==> src/rtl/cache_control_pkg.sv <==
// Shared types for the cache controller: FSM state encoding, datapath select
// constants and a lowest-set-bit helper used for way priority.
package cache_types;

   typedef enum logic [1:0] {
      S_IDLE      = 2'd0,
      S_COMPARE   = 2'd1,
      S_WRITEBACK = 2'd2,
      S_ALLOCATE  = 2'd3
   } cache_state_t;

   localparam logic pmem_addr_req    = 1'b0;
   localparam logic pmem_addr_victim = 1'b1;
   localparam logic datain_pmem      = 1'b0;
   localparam logic datain_cpu       = 1'b1;

   // Index of the lowest set bit; 0 when the vector is empty.
   function automatic logic [2:0] lowest_set(input logic [7:0] v);
      logic [2:0] r;
      r = 3'd0;
      for (int i = 7; i >= 0; i--) begin
         r = v[i] ? 3'(i) : r;
      end
      return r;
   endfunction

endpackage

==> src/rtl/cache_control_if.sv <==
// Bundle of CPU handshake, datapath control and physical-memory signals seen by
// the cache controller. master = controller side, slave = datapath/memory side.
interface cache_control_if #(
   parameter int WAYS = 2,
   parameter int SETS = 8
);
   localparam int IDX_W = $clog2(SETS);
   localparam int WAY_W = $clog2(WAYS);

   logic             mem_read;
   logic             mem_write;
   logic [IDX_W-1:0] mem_index;
   logic [WAYS-1:0]  hit;
   logic [WAYS-1:0]  valid;
   logic [WAYS-1:0]  dirty;
   logic             mem_resp;
   logic [WAY_W-1:0] way_sel;
   logic             load_data;
   logic             load_tag;
   logic             load_valid;
   logic             load_dirty;
   logic             dirty_in;
   logic             datain_sel;
   logic             pmem_addr_sel;
   logic             pmem_read;
   logic             pmem_write;
   logic             pmem_resp;

   modport master (
      input  mem_read, mem_write, mem_index, hit, valid, dirty, pmem_resp,
      output mem_resp, way_sel, load_data, load_tag, load_valid, load_dirty,
             dirty_in, datain_sel, pmem_addr_sel, pmem_read, pmem_write
   );

   modport slave (
      output mem_read, mem_write, mem_index, hit, valid, dirty, pmem_resp,
      input  mem_resp, way_sel, load_data, load_tag, load_valid, load_dirty,
             dirty_in, datain_sel, pmem_addr_sel, pmem_read, pmem_write
   );

endinterface

==> src/rtl/cache_control_plru.sv <==
// Per-set tree pseudo-LRU: heap-ordered node bits (node 0 = root, bit 1 means
// the victim is in the upper half), victim walk and access update for one set.
module cache_plru #(
   parameter  int WAYS  = 2,
   parameter  int SETS  = 8,
   localparam int IDX_W = $clog2(SETS),
   localparam int WAY_W = $clog2(WAYS)
) (
   input  logic             clk,
   input  logic             rst,
   input  logic [IDX_W-1:0] i_index,
   input  logic             i_upd_en,
   input  logic [WAY_W-1:0] i_upd_way,
   output logic [WAY_W-1:0] o_victim
);

   logic [WAYS-2:0] r_tree [SETS];
   logic [WAYS-2:0] w_cur;
   logic [WAYS-2:0] w_next;

   // Walk the indexed tree for the victim and build the post-access tree.
   always_comb begin
      logic b;
      int   v_node;
      int   u_node;
      w_cur    = r_tree[i_index];
      w_next   = w_cur;
      o_victim = '0;
      v_node   = 0;
      u_node   = 0;
      for (int l = 0; l < WAY_W; l++) begin
         b = 1'b0;
         for (int n = 0; n < WAYS - 1; n++) begin
            b         = b | ((n == v_node) & w_cur[n]);
            w_next[n] = (n == u_node) ? ~i_upd_way[WAY_W-1-l] : w_next[n];
         end
         o_victim[WAY_W-1-l] = b;
         v_node = 2 * v_node + 1 + int'(b);
         u_node = 2 * u_node + 1 + int'(i_upd_way[WAY_W-1-l]);
      end
   end

   // Tree storage; only the accessed set is rewritten.
   always_ff @(posedge clk or posedge rst) begin
      if (rst) begin
         for (int s = 0; s < SETS; s++) begin
            r_tree[s] <= '0;
         end
      end else if (i_upd_en) begin
         r_tree[i_index] <= w_next;
      end
   end

endmodule

==> src/rtl/cache_control.sv <==
// Write-back set-associative cache control FSM with victim selection and
// write-back sequencing. Define CACHE_PERF_EN to add hit/miss/write-back counters.
module cache_control
   import cache_types::*;
#(
   parameter int WAYS = 2,
   parameter int SETS = 8
) (
   input logic              clk,
   input logic              rst,
   cache_control_if.master  bus
`ifdef CACHE_PERF_EN
   ,
   output logic [31:0]      hit_count,
   output logic [31:0]      miss_count,
   output logic [31:0]      wb_count
`endif
);

   localparam int WAY_W = $clog2(WAYS);

   cache_state_t     r_state;
   logic [WAY_W-1:0] r_victim_q;

   logic             w_req;
   logic [WAYS-1:0]  w_eff_hit;
   logic             w_hit;
   logic [WAY_W-1:0] w_hit_way;
   logic [WAYS-1:0]  w_invalid;
   logic [WAY_W-1:0] w_plru_victim;
   logic [WAY_W-1:0] w_victim;
   logic             w_victim_dirty;
   logic             w_upd_en;

   assign w_req          = bus.mem_read | bus.mem_write;
   assign w_eff_hit      = bus.hit & bus.valid;
   assign w_hit          = |w_eff_hit;
   assign w_hit_way      = WAY_W'(lowest_set(8'(w_eff_hit)));
   assign w_invalid      = ~bus.valid;
   assign w_victim       = (|w_invalid) ? WAY_W'(lowest_set(8'(w_invalid))) : w_plru_victim;
   assign w_victim_dirty = bus.valid[w_victim] & bus.dirty[w_victim];

   cache_plru #(.WAYS(WAYS), .SETS(SETS)) u_plru (
      .clk       (clk),
      .rst       (rst),
      .i_index   (bus.mem_index),
      .i_upd_en  (w_upd_en),
      .i_upd_way (w_hit_way),
      .o_victim  (w_plru_victim)
   );

   // Datapath strobes and pmem handshake, decoded from state and inputs.
   always_comb begin
      bus.mem_resp      = 1'b0;
      bus.way_sel       = '0;
      bus.load_data     = 1'b0;
      bus.load_tag      = 1'b0;
      bus.load_valid    = 1'b0;
      bus.load_dirty    = 1'b0;
      bus.dirty_in      = 1'b0;
      bus.datain_sel    = datain_pmem;
      bus.pmem_addr_sel = pmem_addr_req;
      bus.pmem_read     = 1'b0;
      bus.pmem_write    = 1'b0;
      w_upd_en          = 1'b0;
      case (r_state)
         S_IDLE: begin
            bus.way_sel = '0;
         end
         S_COMPARE: begin
            if (w_req && w_hit) begin
               bus.way_sel  = w_hit_way;
               bus.mem_resp = 1'b1;
               w_upd_en     = 1'b1;
               if (bus.mem_write) begin
                  bus.load_data  = 1'b1;
                  bus.datain_sel = datain_cpu;
                  bus.load_dirty = 1'b1;
                  bus.dirty_in   = 1'b1;
               end else begin
                  bus.datain_sel = datain_pmem;
               end
            end else if (w_req) begin
               bus.way_sel = w_victim;
            end else begin
               bus.way_sel = '0;
            end
         end
         S_WRITEBACK: begin
            bus.pmem_write    = 1'b1;
            bus.pmem_addr_sel = pmem_addr_victim;
            bus.way_sel       = r_victim_q;
         end
         S_ALLOCATE: begin
            bus.pmem_read = 1'b1;
            bus.way_sel   = r_victim_q;
            if (bus.pmem_resp) begin
               bus.load_data  = 1'b1;
               bus.load_tag   = 1'b1;
               bus.load_valid = 1'b1;
               bus.load_dirty = 1'b1;
            end else begin
               bus.load_data  = 1'b0;
            end
         end
         default: begin
            bus.way_sel = '0;
         end
      endcase
   end

   // Control state and the victim chosen on a miss.
   always_ff @(posedge clk or posedge rst) begin
      if (rst) begin
         r_state    <= S_IDLE;
         r_victim_q <= '0;
      end else begin
         case (r_state)
            S_IDLE: begin
               if (w_req) r_state <= S_COMPARE;
            end
            S_COMPARE: begin
               if (!w_req || w_hit) begin
                  r_state <= S_IDLE;
               end else begin
                  r_victim_q <= w_victim;
                  r_state    <= w_victim_dirty ? S_WRITEBACK : S_ALLOCATE;
               end
            end
            S_WRITEBACK: begin
               if (bus.pmem_resp) r_state <= S_ALLOCATE;
            end
            S_ALLOCATE: begin
               if (bus.pmem_resp) r_state <= S_COMPARE;
            end
            default: r_state <= S_IDLE;
         endcase
      end
   end

`ifdef CACHE_PERF_EN
   logic [31:0] r_hit_count;
   logic [31:0] r_miss_count;
   logic [31:0] r_wb_count;
   logic        r_refill;

   // Retry after a fill hits by construction, so the refill flag masks it.
   always_ff @(posedge clk or posedge rst) begin
      if (rst) begin
         r_hit_count  <= 32'd0;
         r_miss_count <= 32'd0;
         r_wb_count   <= 32'd0;
         r_refill     <= 1'b0;
      end else begin
         if (r_state == S_COMPARE && w_req && w_hit && !r_refill)
            r_hit_count <= r_hit_count + 32'd1;
         if (r_state == S_COMPARE && w_req && !w_hit)
            r_miss_count <= r_miss_count + 32'd1;
         if (r_state == S_WRITEBACK && bus.pmem_resp)
            r_wb_count <= r_wb_count + 32'd1;
         if (r_state == S_ALLOCATE && bus.pmem_resp)
            r_refill <= 1'b1;
         else if (r_state == S_COMPARE)
            r_refill <= 1'b0;
      end
   end

   assign hit_count  = r_hit_count;
   assign miss_count = r_miss_count;
   assign wb_count   = r_wb_count;
`endif

endmodule

==> src/flat_wrapper.sv <==
// flat-port wrapper written by rule: the top's interface ports become plain ports
module cache_control_flat import cache_types::*;
#(
   parameter int WAYS = 2,
   parameter int SETS = 8
)
  (clk, rst, bus_mem_read, bus_mem_write, bus_mem_index, bus_hit, bus_valid, bus_dirty, bus_pmem_resp, bus_mem_resp, bus_way_sel, bus_load_data, bus_load_tag, bus_load_valid, bus_load_dirty, bus_dirty_in, bus_datain_sel, bus_pmem_addr_sel, bus_pmem_read, bus_pmem_write);
  cache_control_if #(.WAYS(WAYS), .SETS(SETS)) bus_i ();
  input logic clk;
  input logic rst;
  input wire logic [$bits(bus_i.mem_read)-1:0] bus_mem_read;
  input wire logic [$bits(bus_i.mem_write)-1:0] bus_mem_write;
  input wire logic [$bits(bus_i.mem_index)-1:0] bus_mem_index;
  input wire logic [$bits(bus_i.hit)-1:0] bus_hit;
  input wire logic [$bits(bus_i.valid)-1:0] bus_valid;
  input wire logic [$bits(bus_i.dirty)-1:0] bus_dirty;
  input wire logic [$bits(bus_i.pmem_resp)-1:0] bus_pmem_resp;
  output wire logic [$bits(bus_i.mem_resp)-1:0] bus_mem_resp;
  output wire logic [$bits(bus_i.way_sel)-1:0] bus_way_sel;
  output wire logic [$bits(bus_i.load_data)-1:0] bus_load_data;
  output wire logic [$bits(bus_i.load_tag)-1:0] bus_load_tag;
  output wire logic [$bits(bus_i.load_valid)-1:0] bus_load_valid;
  output wire logic [$bits(bus_i.load_dirty)-1:0] bus_load_dirty;
  output wire logic [$bits(bus_i.dirty_in)-1:0] bus_dirty_in;
  output wire logic [$bits(bus_i.datain_sel)-1:0] bus_datain_sel;
  output wire logic [$bits(bus_i.pmem_addr_sel)-1:0] bus_pmem_addr_sel;
  output wire logic [$bits(bus_i.pmem_read)-1:0] bus_pmem_read;
  output wire logic [$bits(bus_i.pmem_write)-1:0] bus_pmem_write;
  assign bus_i.mem_read = bus_mem_read;
  assign bus_i.mem_write = bus_mem_write;
  assign bus_i.mem_index = bus_mem_index;
  assign bus_i.hit = bus_hit;
  assign bus_i.valid = bus_valid;
  assign bus_i.dirty = bus_dirty;
  assign bus_i.pmem_resp = bus_pmem_resp;
  assign bus_mem_resp = bus_i.mem_resp;
  assign bus_way_sel = bus_i.way_sel;
  assign bus_load_data = bus_i.load_data;
  assign bus_load_tag = bus_i.load_tag;
  assign bus_load_valid = bus_i.load_valid;
  assign bus_load_dirty = bus_i.load_dirty;
  assign bus_dirty_in = bus_i.dirty_in;
  assign bus_datain_sel = bus_i.datain_sel;
  assign bus_pmem_addr_sel = bus_i.pmem_addr_sel;
  assign bus_pmem_read = bus_i.pmem_read;
  assign bus_pmem_write = bus_i.pmem_write;
  cache_control #(.WAYS(WAYS), .SETS(SETS)) u_core (.clk(clk), .rst(rst), .bus(bus_i));
endmodule
==> config.mk <==
export PLATFORM = sky130hd
export DESIGN_NAME = cache_control_flat
export DESIGN_NICKNAME = d
export VERILOG_FILES = /design/src/rtl/cache_control_pkg.sv /design/src/rtl/cache_control_if.sv /design/src/rtl/cache_control_plru.sv /design/src/rtl/cache_control.sv /design/src/flat_wrapper.sv
export SDC_FILE = /design/constraint.sdc
export NUM_CORES = 1
export LEC_CHECK = 0
export ABC_AREA = 0
export CORE_MARGIN = 8
export CORE_UTILIZATION = 46
export DETAILED_ROUTE_END_ITERATION = 8
export MAX_ROUTING_LAYER = met4
export PLACE_DENSITY = 0.78
export SETUP_SLACK_MARGIN = 0.15
export SYNTH_ARGS = -nofsm -noshare
export SYNTH_HDL_FRONTEND = slang
export SYNTH_SLANG_ARGS = --single-unit
==> constraint.sdc <==
create_clock -name clk -period 1.9 [get_ports clk]
set_input_delay 0.475 -clock clk [delete_from_list [all_inputs] [get_ports clk]]
set_output_delay 0.475 -clock clk [all_outputs]
set_load 0.005 [all_outputs]
* After elaboration in Yosys (flattened, before gate mapping)
Index checks and enable logic that the tools add are counted.
** Word-level totals
- Flip-flop bits (word level) :: 11
- Bits of input ports :: 14
- Logic and storage cells :: 70
** Operators by class
- Magnitude comparators :: 3
- Equality and inequality tests :: 6
- Mux-type cells :: 34
- Bitwise logic cells :: 7
- Reductions and logical operators :: 10
** Operators by type and width (count)
- 1-bit two-way mux :: 24
- 8-bit bitwise mux :: 1
- 2-bit two-way mux :: 4
- 2-bit case mux with 4 select lines :: 1
- 2-bit OR reduction :: 3
- 2-bit equality test (second input constant) :: 2
- 4-bit >= comparator (second input constant) :: 1
- 4-bit by 1-bit < comparator with 1-bit output (second input constant) :: 1
- 2-bit inequality test (second input constant) :: 2
- 3-bit NOT with 4-bit output :: 1
- 1-bit binary-select mux with 3-bit select :: 1
- 1-bit demux with 3-bit select :: 1
- 1-bit case mux with 3 select lines :: 1
- 3-bit AND reduction :: 1
- 2-bit bitwise AND :: 1
- 2-bit by 1-bit equality test with 1-bit output (second input constant) :: 1
- 1-bit logical AND :: 2
- 2-bit logical NOT :: 1
- 1-bit by 2-bit < comparator with 1-bit output (second input constant) :: 1
- 2-bit by 1-bit inequality test with 1-bit output (second input constant) :: 1
- 1-bit NOT :: 2
- 2-bit NOT :: 1
- 1-bit case mux with 2 select lines :: 1
- 2-bit AND reduction :: 1
- 4 further kinds :: 4

* Depth between registers and ports, before layout
Gate-level depths: netlist (run 1).
- Word-level depth :: 11
- Depth in mapped cells :: 7

* Modules after synthesis
A second synthesis (run 1) with hierarchy kept.
** Second synthesis, totals
- Cell total of the unflattened synthesis :: 82
- Area total of the unflattened synthesis :: 863.3 um^2
** By module, submodules not included
- cache_plru :: times used 1, cells each 40, area each 476.7 um^2
- cache_control :: times used 1, cells each 42, area each 386.6 um^2

* Least setup slack after synthesis (run 1)
No wires, ideal clock.
- Path kind :: input to output
- From :: input bus_hit[0]
- To :: output bus_load_dirty
- Arrival :: 1.419 ns
- Data required time :: 1.425 ns
- Slack :: 0.006 ns
- Stages on the path :: 5
- Cell sequence :: a22oi_2 > nor2_1 > and2_1 > or2_1 > buf_4
** On the way
- Cells in the longest elaborated chain, start to end :: 5
** RTL lines
- start: declaration :: RTL line flat_wrapper.sv:14 : input wire logic [$bits(bus_i.hit)-1:0] bus_hit;
- 2-bit bitwise AND :: RTL line cache_control.sv:36 : assign w_eff_hit = bus.hit & bus.valid;
- 2-bit OR reduction :: RTL line cache_control.sv:37 : assign w_hit = |w_eff_hit;
- 1-bit logical AND :: RTL line cache_control.sv:71 : if (w_req && w_hit) begin
- 1-bit two-way mux
- 1-bit case mux with 2 select lines
- end: declaration :: RTL line flat_wrapper.sv:23 : output wire logic [$bits(bus_i.load_dirty)-1:0] bus_load_dirty;
No other way between the ends.

* Worst setup path in the final report (run 1)
- From :: register u_core.r_state[1]
- To :: output bus_way_sel
** On the way
- Cells in the longest elaborated chain, start to end :: 3
- Elaborated cells between the ends (all ways) :: 6
** RTL lines
- start: declaration :: RTL line cache_control.sv:22 : cache_state_t r_state;
- start signal: assignment :: RTL line cache_control.sv:127 : r_state <= w_victim_dirty ? S_WRITEBACK : S_ALLOCATE;
- 2-bit equality test :: RTL line cache_control.sv:66 : case (r_state)
- 2-bit OR reduction (no source line)
- 1-bit case mux with 3 select lines * :: RTL line cache_control.sv:66
- end: declaration :: RTL line flat_wrapper.sv:19 : output wire logic [$bits(bus_i.way_sel)-1:0] bus_way_sel;
Mark *: on every way between the ends. The rest lies on a longest branch, timed or not.

==> qor.csv, run 1 <==
stage;metric;value;unit
power;Cell Pwr Density;1230;nW/µm²
clock_tree;worst skew pair latency;0.26;ns
floorplanning;io pins;25;
floorplanning;Die W;58.9;µm
synth;synthesis-stage register bit count;11;
clock_tree;Clock Root Buffer;clkbuf_4;
run_status;status;complete, but fails checks;
power;power consumption;1770;µW
timing;Max Slew Vio Count;0;
final_layout;Final nets;159;
setup_path;Reg2Reg Depth;9;
run_status;failing checks;setup timing;
clock_tree;CTS HTree Levels;1;
drt;Routed WL;2.87;mm
power;VDD IR max;911;µV
synth;syn_nets;108;
setup_path;Crit-path slowest cell;dfrtp_1;
placement;I/O Buffers;24;
synth;Cell variety after synth;31;
setup_path;Worst Setup End Kind;output pin;
timing;Slew headroom;0.732;
drt;DRT met1 WL;1.20;mm
timing;Tcrit/Tclk final;1.12;
floorplanning;initial cell density of the core;0.489;
placement;routability cong.;0.805;
power;Leakage;0.000669;µW
clock_tree;CTS sink count;11;
grt;number of global-route vias before repair;880;
setup_path;critical path class;flip-flop to output pin;
setup_path;r2r endpoint;u_core.u_plru.r_tree[2]$_DFFE_PP0P_;
synth;Syn. warnings;0;
setup_path;crit path DAT;1.65;ns
setup_path;flop-to-flop setup slack;0.02;ns
run;Max-Cap Viols;0;
timing;actual slew at the worst max-slew pin;0.402;ns
grt;total track usage;0.154;
timing;Final Hold Vio Count;0;
final_layout;share of cells above drive strength 1;0.525;
clock_tree;CTS Hold Bufs;0;
drt;met2 wire len;1.50;mm
floorplanning;die height;58.9;µm
synth;Seq/Total Area, Yosys;0.326;
drt;WL/cell;17.5;µm
drt;top sig layer;met4;
grt;largest net degree at the start of global routing;12;
drt;Routed met3 length;160;µm
drt;DRC viols;0;
synth;syn_area_per_cell;9.49;µm²
setup_path;startpoint types;flip-flop;
timing;fmax;470;MHz
timing;worst setup margin;-0.229;ns
floorplanning;site row count;15;
clock_tree;CTS max path bufs;2;
timing;fin crit period;2.13;ns
synth;Post-Syn Area;845;µm²
drt;Vias;855;
floorplanning;die area;3460;µm²
setup_path;CP Cell Sequence;buf_6, inv_4, ha_4, o21ai_4, nand2b_4, o21ai_2, nor3b_2, buf_2;
timing;unrepaired setup endpoints after global routing;true;
setup_path;Crit path required time;1.42;ns
drt;ANT nets after route;0;
grt;initial antenna violation count;0;
placement;dpl hpwl;1.82;mm
synth;Syn Inst Count;89;
grt;grt total ovfl;0;
timing;Clock Skew;0.00775;ns
setup_path;FF-to-FF Start;u_core.r_state[1]$_DFFE_PP0P_;
floorplanning;Core Footprint;1730;µm²
clock_tree;CTS tree;yes;
setup_path;worst-path fanout max;3;
timing;final setup fails;5;
setup_path;crit-path max cell delay;0.40;ns
timing;post-route setup TNS;-0.678;ns
final_layout;area growth from synthesis to layout;71.0;%
drt;Iteration-0 DRC Markers;28;
final_layout;Antenna diodes;0;
grt;first-pass GRT wire length;4.07;mm
clock_tree;Num CTS Buffers;3;
drt;vias per cell;5.21;
drt;drt first pass iters;4;
clock_tree;Reg clk slew, reported paths;0.07;ns
worst_hold_path;hold crit path type;primary input to async pin;
## cell type report
type                    instances  area, µm²
inverters                       6       25.0
flip-flops and latches         11        277
fillers                       100        283
multi-input cells              67        647
repair buffers                 51        438
clock buffers                   4       26.3
well taps                      25       31.3
## metrics by stage
| stage | std cells | utilization | setup slack [ns] | instance area, µm² | hold slack [ns] |
|---|---|---|---|---|---|
| 2_1_floorplan | 89 | - | 0.0337 | 858 | 0.327 |
| 3_3_place_gp | 153 | 0.717 | -0.833 | 1240 | 0.484 |
| 3_5_place_dp | 153 | 0.717 | -0.882 | 1240 | 0.485 |
| 4_1_cts | 162 | 0.787 | -0.148 | 1360 | 0.500 |
| 5_1_grt | 164 | 0.836 | -0.300 | 1440 | 0.503 |
| 6_report | 164 | 0.836 | -0.229 | 1440 | 0.499 |
## registers in the layout, summed over array words and instances, names as in the netlist
register              flops
u_core.r_state            2
u_core.r_victim_q         1
u_core.u_plru.r_tree      8
## kinds of logic (layout without fill, tap and decap cells)
family          Yosys count  after routing  synth area share
compound gates           15             15             0.129
simple gates             34             34             0.234
flops                    11             11             0.326
mux                      13             13             0.166
buf+inv                  11             61            0.0711
fa+ha+maj                 5              5            0.0741
## synthesized netlist by cell type (all sizes together)
cell | count | area share
mux2i | 5 | 0.059
nand4 | 1 | 0.0074
nor2 | 4 | 0.018
dfrtp | 11 | 0.33
nor3b | 2 | 0.031
o21ai | 4 | 0.028
nand3 | 2 | 0.012
buf | 5 | 0.044
a211oi | 2 | 0.024
and2b | 1 | 0.0089
nor3 | 1 | 0.012
a21oi | 2 | 0.012
and2 | 5 | 0.037
o22ai | 2 | 0.015
nand2 | 10 | 0.044
o21a | 1 | 0.0089
nand3b | 1 | 0.0089
mux2 | 8 | 0.11
nand2b | 2 | 0.015
a22oi | 3 | 0.033
or2 | 1 | 0.0074
inv | 6 | 0.027
ha | 5 | 0.074
or3b | 1 | 0.010
nor2b | 3 | 0.022
a21boi | 1 | 0.0089
## timing repair
action                                  in CTS  in global routing
pin swaps                                    7                 14
resized for setup                           73                 20
buffers inserted                             5                  2
endpoints found under the setup margin      19                 21
## cells in the final DEF, fill, tap and decap left out, drive strengths merged
cell type       n
a21boi          1
or3b            1
mux2i           5
nand3b          1
nand2          10
clkdlybuf4s50   4
ha              5
nand3           2
a22oi           3
nor2b           3
nor3            1
buf            35
dfrtp          11
mux2            8
nand2b          2
and2b           1
dlygate4sd2     9
nor3b           2
o21ai           4
a21oi           2
nand4           1
or2             1
inv             6
clkbuf          6
a211oi          2
clkdlybuf4s15   1
o21a            1
and2            5
o22ai           2
nor2            4
## power breakdown
part           switching [µW]  total (µW)  internal [µW]
Sequential               98.6         456            358
Combinational             511        1160            651
Clock                    71.4         152           81.0
## metal layers
layer	track usage	vias to the layer above
li1	-	404
met5	-	-
met2	0.251	30
met4	0.0717	0
met1	0.170	417
met3	0.0457	4
## worst max path at each step
stage                                        startpoint             end  slack, ns  cells after the start
after floorplan                            bus_valid[0]  bus_load_dirty       0.03                      5
after global placement                 bus_mem_index[0]     bus_way_sel      -0.83                      6
after detailed placement               bus_mem_index[0]     bus_way_sel      -0.88                      6
after CTS                 u_core.r_state[1]$_DFFE_PP0P_   bus_load_data      -0.15                      8
after global routing      u_core.r_state[1]$_DFFE_PP0P_     bus_way_sel      -0.30                      8
final                     u_core.r_state[1]$_DFFE_PP0P_     bus_way_sel      -0.23                      8
## critical path: cells and delay by family, from the launching register on
kind                     cells  cell delay [ns]
adder cells (fa/ha/maj)      1             0.13
AND/OR/NAND/NOR              2             0.34
buffers and inverters        3             0.32
flip-flops                   1             0.40
AO/OA/AOI/OAI                2             0.20
No activity file was read; power rests on OpenSTA's default activity.
==> run 2: changes to the inputs <==
--- a/config.mk
+++ b/config.mk
@@ -9,7 +9,7 @@
 export CORE_MARGIN = 8
 export CORE_UTILIZATION = 46
 export DETAILED_ROUTE_END_ITERATION = 8
-export MAX_ROUTING_LAYER = met4
+export HOLD_SLACK_MARGIN = 0.06
 export PLACE_DENSITY = 0.78
 export SETUP_SLACK_MARGIN = 0.15
 export SYNTH_ARGS = -nofsm -noshare
==> results of run 2 <==
No change in the layout: final DEF, timing and power equal those of run 1.
Main changes from that run: final weighted congestion in routability-driven placement 0.805 -> 0.793; overall routing resource usage 0.154 -> 0.150
